### src/rtl/ifetch_unit_if.sv
// Fetch-stage bus bundle: instruction-memory read port plus downstream valid/ready
// output. The master modport is the fetch unit; the slave modport is the side that
// owns the memory and consumes fetched instructions.
//   imem_addr   word address to memory read port (combinational from fetch unit)
//   imem_data   memory read data, one cycle after imem_addr
//   redirect    load redirect_pc as the new fetch PC this cycle
//   redirect_pc target byte PC (bits[1:0] ignored)
//   out_valid   out_pc/out_ir carry a valid instruction
//   out_ready   downstream accepts this cycle
//   out_pc      byte PC of out_ir
//   out_ir      instruction word
interface ifetch_unit_if #(
  parameter int unsigned WIDTH = 32
);
  logic [31:0]      imem_addr;
  logic [WIDTH-1:0] imem_data;
  logic             redirect;
  logic [31:0]      redirect_pc;
  logic             out_valid;
  logic             out_ready;
  logic [31:0]      out_pc;
  logic [WIDTH-1:0] out_ir;

  modport master (
    output imem_addr,
    input  imem_data,
    input  redirect,
    input  redirect_pc,
    output out_valid,
    input  out_ready,
    output out_pc,
    output out_ir
  );

  modport slave (
    input  imem_addr,
    output imem_data,
    output redirect,
    output redirect_pc,
    input  out_valid,
    output out_ready,
    input  out_pc,
    input  out_ir
  );
endinterface

### src/rtl/ifetch_unit.sv
// Instruction fetch stage. Owns the PC, drives the read port of the instruction
// memory (1-cycle latency) and hands {pc, instruction} downstream over valid/ready.
// Two-deep pipeline: F1 = read in flight, D = registered output. During a stall the
// memory is re-addressed with the stalled F1 word, so imem_data stays valid for F1
// without a skid buffer. Redirects squash both F1 and D.
//   clk   clock, all state on posedge
//   rst   synchronous active-high reset
//   bus   ifetch_unit_if master: imem_addr/imem_data, redirect/redirect_pc,
//         out_valid/out_ready/out_pc/out_ir
module ifetch_unit #(
  parameter int unsigned WIDTH    = 32,
  parameter logic [31:0] RESET_PC = 32'h0000_0000
) (
  input  logic          clk,
  input  logic          rst,
  ifetch_unit_if.master bus
);

  localparam logic [31:0] PC_MASK        = ~32'h3;
  localparam logic [31:0] PC_STEP        = 32'd4;
  localparam logic [31:0] RESET_PC_ALIGN = RESET_PC & PC_MASK;

  logic [31:0]      fetch_pc, fetch_pc_n;
  logic             req_valid, req_valid_n;
  logic [31:0]      req_pc, req_pc_n;
  logic             out_valid, out_valid_n;
  logic [31:0]      out_pc, out_pc_n;
  logic [WIDTH-1:0] out_ir, out_ir_n;

  logic             advance_c;
  logic             issue_c;
  logic [31:0]      redirect_align_c;
  logic [31:0]      addr_pc_c;

  // Pipeline control: F1 drains into D when D is empty or being accepted; a new
  // fetch issues unless the whole pipe is backed up.
  assign advance_c        = req_valid & (~out_valid | bus.out_ready);
  assign issue_c          = ~bus.redirect & (~req_valid | ~out_valid | bus.out_ready);
  assign redirect_align_c = bus.redirect_pc & PC_MASK;

  // Memory address: redirect target, else next PC, else replay the stalled F1 word.
  always_comb begin
    addr_pc_c = req_pc;
    if (bus.redirect) begin
      addr_pc_c = bus.redirect_pc;
    end else if (issue_c) begin
      addr_pc_c = fetch_pc;
    end
  end

  assign bus.imem_addr = addr_pc_c >> 2;

  // Next-state logic for PC, F1 and D slots.
  always_comb begin
    fetch_pc_n  = fetch_pc;
    req_valid_n = req_valid;
    req_pc_n    = req_pc;
    out_valid_n = out_valid;
    out_pc_n    = out_pc;
    out_ir_n    = out_ir;
    if (bus.redirect) begin
      // Squash: D dropped even if out_ready is high; target goes straight into F1.
      out_valid_n = 1'b0;
      req_valid_n = 1'b1;
      req_pc_n    = redirect_align_c;
      fetch_pc_n  = redirect_align_c + PC_STEP;
    end else begin
      if (advance_c) begin
        out_valid_n = 1'b1;
        out_pc_n    = req_pc;
        out_ir_n    = bus.imem_data;
      end else if (bus.out_ready) begin
        out_valid_n = 1'b0;
      end
      if (issue_c) begin
        req_valid_n = 1'b1;
        req_pc_n    = fetch_pc;
        fetch_pc_n  = fetch_pc + PC_STEP;
      end
    end
  end

  // State registers.
  always_ff @(posedge clk) begin
    if (rst) begin
      fetch_pc  <= RESET_PC_ALIGN;
      req_valid <= 1'b0;
      req_pc    <= 32'h0;
      out_valid <= 1'b0;
      out_pc    <= 32'h0;
      out_ir    <= WIDTH'(0);
    end else begin
      fetch_pc  <= fetch_pc_n;
      req_valid <= req_valid_n;
      req_pc    <= req_pc_n;
      out_valid <= out_valid_n;
      out_pc    <= out_pc_n;
      out_ir    <= out_ir_n;
    end
  end

  assign bus.out_valid = out_valid;
  assign bus.out_pc    = out_pc;
  assign bus.out_ir    = out_ir;

endmodule

### src/flat_wrapper.sv
// flat-port wrapper written by rule: the top's interface ports become plain ports
module ifetch_unit_flat 
#(
  parameter int unsigned WIDTH    = 32,
  parameter logic [31:0] RESET_PC = 32'h0000_0000
)
  (clk, rst, bus_imem_addr, bus_imem_data, bus_redirect, bus_redirect_pc, bus_out_valid, bus_out_ready, bus_out_pc, bus_out_ir);
  ifetch_unit_if #(.WIDTH(WIDTH)) bus_i ();
  input  logic clk;
  input  logic rst;
  output wire logic [$bits(bus_i.imem_addr)-1:0] bus_imem_addr;
  input wire logic [$bits(bus_i.imem_data)-1:0] bus_imem_data;
  input wire logic [$bits(bus_i.redirect)-1:0] bus_redirect;
  input wire logic [$bits(bus_i.redirect_pc)-1:0] bus_redirect_pc;
  output wire logic [$bits(bus_i.out_valid)-1:0] bus_out_valid;
  input wire logic [$bits(bus_i.out_ready)-1:0] bus_out_ready;
  output wire logic [$bits(bus_i.out_pc)-1:0] bus_out_pc;
  output wire logic [$bits(bus_i.out_ir)-1:0] bus_out_ir;
  assign bus_imem_addr = bus_i.imem_addr;
  assign bus_i.imem_data = bus_imem_data;
  assign bus_i.redirect = bus_redirect;
  assign bus_i.redirect_pc = bus_redirect_pc;
  assign bus_out_valid = bus_i.out_valid;
  assign bus_i.out_ready = bus_out_ready;
  assign bus_out_pc = bus_i.out_pc;
  assign bus_out_ir = bus_i.out_ir;
  ifetch_unit #(.WIDTH(WIDTH), .RESET_PC(RESET_PC)) u_core (.clk(clk), .rst(rst), .bus(bus_i));
endmodule
### config.mk
export PLATFORM = sky130hd
export DESIGN_NAME = ifetch_unit_flat
export DESIGN_NICKNAME = d
export VERILOG_FILES = /design/src/rtl/ifetch_unit_if.sv /design/src/rtl/ifetch_unit.sv /design/src/flat_wrapper.sv
export SDC_FILE = /design/constraint.sdc
export NUM_CORES = 1
export LEC_CHECK = 0
export ABC_AREA = 1
export BUFFER_PORTS_ARGS = -buffer_cell sky130_fd_sc_hd__buf_4
export CAP_MARGIN = 10
export CORE_MARGIN = 2
export CORE_UTILIZATION = 45
export CTS_CLUSTER_SIZE = 28
export DETAILED_ROUTE_END_ITERATION = 6
export PLACE_DENSITY = 0.73
export SETUP_SLACK_MARGIN = 0.5
export SLEW_MARGIN = 20
export SYNTH_ARGS = -nofsm -noshare
export SYNTH_HDL_FRONTEND = slang
export SYNTH_SLANG_ARGS = --single-unit
export TNS_END_PERCENT = 30
### constraint.sdc
create_clock -name clk -period 1.8 [get_ports clk]
set_clock_uncertainty 0.05 [all_clocks]
set_input_delay 0.27 -clock clk [delete_from_list [all_inputs] [get_ports clk]]
set_output_delay 0.27 -clock clk [all_outputs]
set_load 0.05 [all_outputs]
==> results.ini, run 1 <==
[grt]
grt_pass1_wl_um = 32990
antenna_found_initial = 0
grt_pass1_vias = 6743
grt_max_degree = 54
overflow = 0
track_usage_pct = 28.82

[sta]
worst_slack_ns = -0.3055
fin_crit_sh_pct = 117.0
drv_slew = 0
max_clock_freq_mhz = 474.9
rsz0062_at_grt = yes
tns_ns = -7.677
maxSlewHeadroom_pct = 58.95
tightest_slew_ns = 0.6157
holdWs_ns = 0.03014
hold_viol_final = 0
finalCriticalPeriod_ns = 2.106
setup_viol_count_final = 33

[routing]
wl_um = 24690
vias_per_cell = 5.616
first_iter_violations = 986
route.detailed.drc = 0
vias = 7486
ant_nets = 0
drtPass1Iterations = 5
routedWlPerCell_um = 18.53

[floorplanning]
io_pins = 165
fp-row-count = 42
dieArea_um2 = 14280
die_w_um = 119.5
initial_core_util_pct = 45.70
die_h_um = 119.5
coreArea_um2 = 13140

[yosys]
post_synth.cell_area_avg_um2 = 6.837
yosysTopAreaCell = dfxtp_1
synth-xor-area-share_pct = 0
syn-cell-area_um2 = 6003
synth_compound_area_share_pct = 13.28
ys_seq_elements = 128
ys_types = 30
synth_top_family_by_area = simple AND/OR/NAND/NOR gates
seq_area_frac_synth_pct = 42.68
synthTopCellsByArea = dfxtp_1 43%, nand2_1 13%, nor2_1 11%, o21ai_0 6.8%, nand3_1 5.3%
syn-instance-count = 878
yosysWarnings = 0
synth-simple-area-share_pct = 36.58
synth-adder-area-share_pct = 0.4168
synth_top_area_share_pct = 42.68
synth_mux_area_share_pct = 0

[clock_tree]
cts_tree = yes
htreeDepth = 4
cts_buffers = 17
insertion_delay_ns = 0.43
clockBufferDepth = 2
clock_sinks = 128
root_buffer = clkbuf_16
clk_pin_slew_ns = 0.06

[worst_hold_path]
hold_path_class = input pin to flip-flop

[final_layout]
layout-drive-gt1-share_pct = 52.64
fin_util_pct = 81.30
nets = 1214
nFillCells = 759
final_cell_mix = 193 x buf_4, 148 x nor2_1, 130 x nand2_1
area_delta_synth_final_pct = 77.93
multi_input_area_um2 = 4288
final_cells = 1333
insertedDiodeCount = 0
register_area_um2 = 2604
final_common_cell = buf_4

[placed_design]
hpwl_um = 13490
numPlacedInstances = 1268
portBuffers = 160
gp_congestion = 0.9362
pre_cts_ws_ns = -0.1214

[setup_path]
path_buf_inv = 5
cp_slowest_cell = dfxtp_4
max_stage_delay_ns = 0.35
critPathTopFamily = buffers and inverters
critPathLaunchType = flip-flop
end_kind = primary output
crit_type = flip-flop to primary output
crit_chain = inv_2, nor2_4, inv_2, nor2_4, buf_4, inv_2, o21ai_4, nand2_4, buf_4
crit_arrival_ns = 1.79
critical_path_required_ns = 1.48
worst-path-max-fanout = 4
cp_common_cell = inv_2

[run_status]
status = complete, but fails checks
violations = setup timing

[job]
cap_violations = 0

[power_and_ir_drop]
vdd_ir_drop_max_uv = 684.8
p_leak_nw = 4.921
powerDensity_nw_per_um2 = 842.0

state kept, by name, indices dropped and copies added, names as in the netlist:
signal,cells
u_core.bus.out_ir,32
u_core.bus.out_pc,32
u_core.req_pc,32
u_core.fetch_pc,30
u_core.bus.out_valid,1
u_core.req_valid,1
report_power, final:
group | switching (mW) | internal, mW
clock network | 1.35 | 2.24
registers | 0.138 | 3.02
logic | 1.37 | 0.881
total | 2.85 | 6.14
Yosys cell counts:
library cell and number:
o21ai_0 82, clkinv_1 1, nand2_2 32, o21bai_1 6, conb_1 1, buf_6 3
a31oi_1 28, inv_2 2, nor3_1 2, nand4_1 1, or2_2 2, and2_1 1
ha_1 2, clkbuf_1 24, nand2_4 4, nor2_2 12, buf_2 11, nor2_1 174
nor2_4 7, inv_1 40, dfxtp_1 128, a21oi_1 32, buf_12 1, buf_4 2
inv_4 1, buf_1 2, buf_8 2, nand3_1 64, o22ai_1 1, nand2_1 210
worst paths after layout:
check,from,end,slack (ns),depth (start not counted)
setup / recovery,u_core.bus.out_valid$_SDFFE_PP0P_,bus_imem_addr[0],-0.31,9
hold / removal,bus_imem_data[29],u_core.bus.out_ir[29]$_SDFFE_PP0P_,0.03,3
setup reg to reg,u_core.fetch_pc[16]$_SDFFE_PP0P_,u_core.fetch_pc[25]$_SDFFE_PP0P_,-0.05,11
hold reg to reg,u_core.req_pc[1]$_SDFF_PP0_,u_core.req_pc[1]$_SDFF_PP0_,0.42,2
per-stage QoR:
step                      cell area, µm²  total power, mW
final                              10680            8.993
after global placement              8628            5.019
after floorplan                     6641            4.386
after global routing               10680            9.255
after CTS                           9987            8.733
after detailed placement            8628            5.045
cell type report:
type                       instances  area share [%]
multi-input combinational        662           40.14
sequential                       128           24.38
inverter                          44           1.780
timing repair buffer             291           25.86
clock buffer                      21           4.603
clock inverter                    11           1.171
tap                              176           2.062
kinds of logic (layout without fill, tap and decap cells):
family          count (synthesis)  count (layout)
buf+inv                        89             367
fa+ha+maj                       2               2
other cells                     1               2
simple gates                  509             509
compound gates                149             149
flops                         128             128
tightest hold or removal path: stages:
cell     delay (ns)
buf_4          0.08
o21ai_1        0.06
nor2_1         0.07
per-layer routing:
metal / GRT usage, % / wire length (µm) / vias to the layer above
li1: - / - / 3376
met1: 36.29 / 9615 / 3511
met2: 48.36 / 11790 / 475
met3: 5.466 / 2034 / 124
met4: 12.21 / 1253 / 0
met5: 0 / 0 / -
what timing repair did:
action / 4_1_cts / 5_1_grt
cloned: 1 / 0
resized for setup: 190 / 179
pin swaps: 56 / 63
endpoints found under the setup margin: 154 / 181
hold buffers: 0 / 0
buffers inserted: 12 / 20
Power figures use the tool's default switching activity.
==> run 2: changes to the inputs <==
- CORE_UTILIZATION: 45 -> 30
- PLACE_DENSITY: 0.73 -> not set
- clock period: 1.8 -> 2.7 ns (I/O delays scaled with it)
==> run 2 against run 1 <==
  * The run now ends clean
  * Clock power decreased by 35%
  * Cell area decreased by 21%
  * Worst hold slack improved by 0.15 ns
  * Critical path depth unchanged
==> results.ini, run 2 (synthesized netlist as in run 1, its figures left out) <==
[run_status]
status = finished, final reports clean

[routing]
route.detailed.drc = 0  ; unchanged
drtPass1Iterations = 5  ; unchanged
vias_per_cell = 4.637  ; -17%
vias = 6111  ; -18%
wl_um = 18670  ; -24%
ant_nets = 0  ; unchanged
routedWlPerCell_um = 14.16  ; -24%
first_iter_violations = 432  ; -56%

[grt]
grt_max_degree = 63  ; +17%
track_usage_pct = 17.50  ; -11 points
grt_pass1_vias = 5535  ; -18%
grt_pass1_wl_um = 29550  ; -10%
overflow = 0  ; unchanged
antenna_found_initial = 1  ; +1

[floorplanning]
coreArea_um2 = 19530  ; +49%
fp-row-count = 51  ; +21%
die_w_um = 145.5  ; +22%
dieArea_um2 = 21160  ; +48%
initial_core_util_pct = 30.74  ; -15 points
io_pins = 165  ; unchanged
die_h_um = 145.5  ; +22%

[final_layout]
final_cell_mix = 193 x nand2_1, 170 x nor2_1, 151 x buf_4
area_delta_synth_final_pct = 41.39
final_common_cell = nand2_1
layout-drive-gt1-share_pct = 31.08  ; -22 points
top_regs = u_core.bus.out_ir (32), u_core.bus.out_pc (32), u_core.req_pc (32)
nFillCells = 2029  ; +170%
nets = 1109  ; -8.6%
design_area_um2 = 8488  ; -21%

[clock_tree]
clock_sinks = 128  ; unchanged
cts_tree = yes
cts_buffers = 17  ; unchanged
htreeDepth = 4  ; unchanged
root_buffer = clkbuf_16
clockBufferDepth = 2  ; unchanged
holdBufCountCts = 0  ; unchanged
clk_pin_slew_ns = 0.06  ; about the same
insertion_delay_ns = 0.42  ; about the same

[sta]
maxSlewHeadroom_pct = 57.74  ; -1.2 points
fin_crit_sh_pct = 80.62
tns_ns = 0  ; +7.677 ns
finalCriticalPeriod_ns = 2.177
setup_viol_count_final = 0  ; -100%
hold_viol_final = 0  ; unchanged
worst_slack_ns = 0.5232  ; +0.8288 ns
max_clock_freq_mhz = 459.4
drv_slew = 0  ; unchanged
tightest_slew_ns = 0.6330  ; +0.01729 ns
rsz0062_at_grt = yes

[placed_design]
pre_cts_ws_ns = 0.4258  ; +0.5472 ns
dpl_cell_area_um2 = 7458  ; -14%
gp_congestion = 0.9008  ; -3.8%
portBuffers = 160  ; unchanged
hpwl_um = 13330  ; -1.2%

[setup_path]
crit_chain = inv_2, nor2_4, inv_2, nor2_4, nor2_4, buf_6, nand2_2, nand3_2, buf_6
critPathTopFamily = simple AND/OR/NAND/NOR gates
critical_path_required_ns = 2.25  ; +0.77 ns
crit_type = flip-flop to primary output
critPathLaunchType = flip-flop
worst-path-max-fanout = 6  ; +2
path_buf_inv = 4  ; -1
end_kind = primary output
cp_common_cell = nor2_4
max_stage_delay_ns = 0.33  ; -0.02 ns
cp_slowest_cell = dfxtp_2
crit_arrival_ns = 1.72  ; -0.07 ns
r2r_setup_slack_ns = 0.78  ; +0.83 ns

[job]
cap_violations = 0  ; unchanged

[worst_hold_path]
hold_path_class = input pin to flip-flop

[power_and_ir_drop]
powerDensity_nw_per_um2 = 654.0  ; -22%
p_leak_nw = 3.853  ; -22%
vdd_ir_drop_max_uv = 373.3  ; -45%
fin_total_pwr_mw = 5.551  ; -38%

==> run 2: layer usage <==
| layer | global-route usage (%) | up-vias | part of all wire, % |
|---|---|---|---|
| met5 | 0 | - | 0 |
| met4 | 5.735 | 0 | 1.6 |
| met3 | 3.636 | 19 | 4.3 |
| met2 | 28.44 | 141 | 47 |
| met1 | 23.28 | 2791 | 47 |
| li1 | - | 3160 | - |
==> run 2: power by group <==
| part | internal [mW] | total (mW) | switching [mW] |
|---|---|---|---|
| Sequential | 2.01 | 2.08 | 0.0745 |
| Combinational | 0.377 | 1.12 | 0.743 |
| Clock | 1.47 | 2.35 | 0.874 |
| Total | 3.86 | 5.55 | 1.69 |
==> run 2: cell type report <==
class | instances | area [µm²] | share of cell area [%]
antenna | 1 | 2.502 | 0.02948
tap | 265 | 331.6 | 3.906
timing repair buffer | 186 | 1577 | 18.57
clock inverter | 14 | 165.2 | 1.946
multi-input combinational | 662 | 3237 | 38.13
sequential | 128 | 2564 | 30.20
clock buffer | 18 | 439.2 | 5.174
inverter | 44 | 172.7 | 2.034
==> run 2: metrics by stage <==
step / cells / hold WS, ns / util (%)
after detailed placement: 1274 / 0.3960 / 38.20
after global placement: 1274 / 0.3866 / 38.20
after CTS: 1315 / 0.1610 / 42.95
final: 1318 / 0.1817 / 43.47
after global routing: 1318 / 0.1876 / 43.47
after floorplan: 879 / 0.3742 / -
==> run 2: path summary, 6_finish.rpt <==
path | startpoint | cells past startpoint | end
max | u_core.bus.out_valid$_SDFFE_PP0P_ | 9 | bus_imem_addr[8]
min | bus_imem_data[0] | 3 | u_core.bus.out_ir[0]$_SDFFE_PP0P_
max reg2reg | u_core.fetch_pc[2]$_SDFFE_PP0P_ | 14 | u_core.fetch_pc[26]$_SDFFE_PP0P_
min reg2reg | u_core.req_pc[0]$_SDFF_PP0_ | 2 | u_core.req_pc[0]$_SDFF_PP0_
==> run 2: repair_timing <==
action / 4_1_cts / 5_1_grt
cloned: 2 / 0
pin swaps: 3 / 4
gates resized for setup: 73 / 22
buffers inserted: 7 / 2
setup endpoints to repair: 29 / 30
==> run 2: tightest hold or removal path: stages <==
cell	delay [ns]
buf_4	0.07
o21ai_0	0.07
nor2_1	0.07
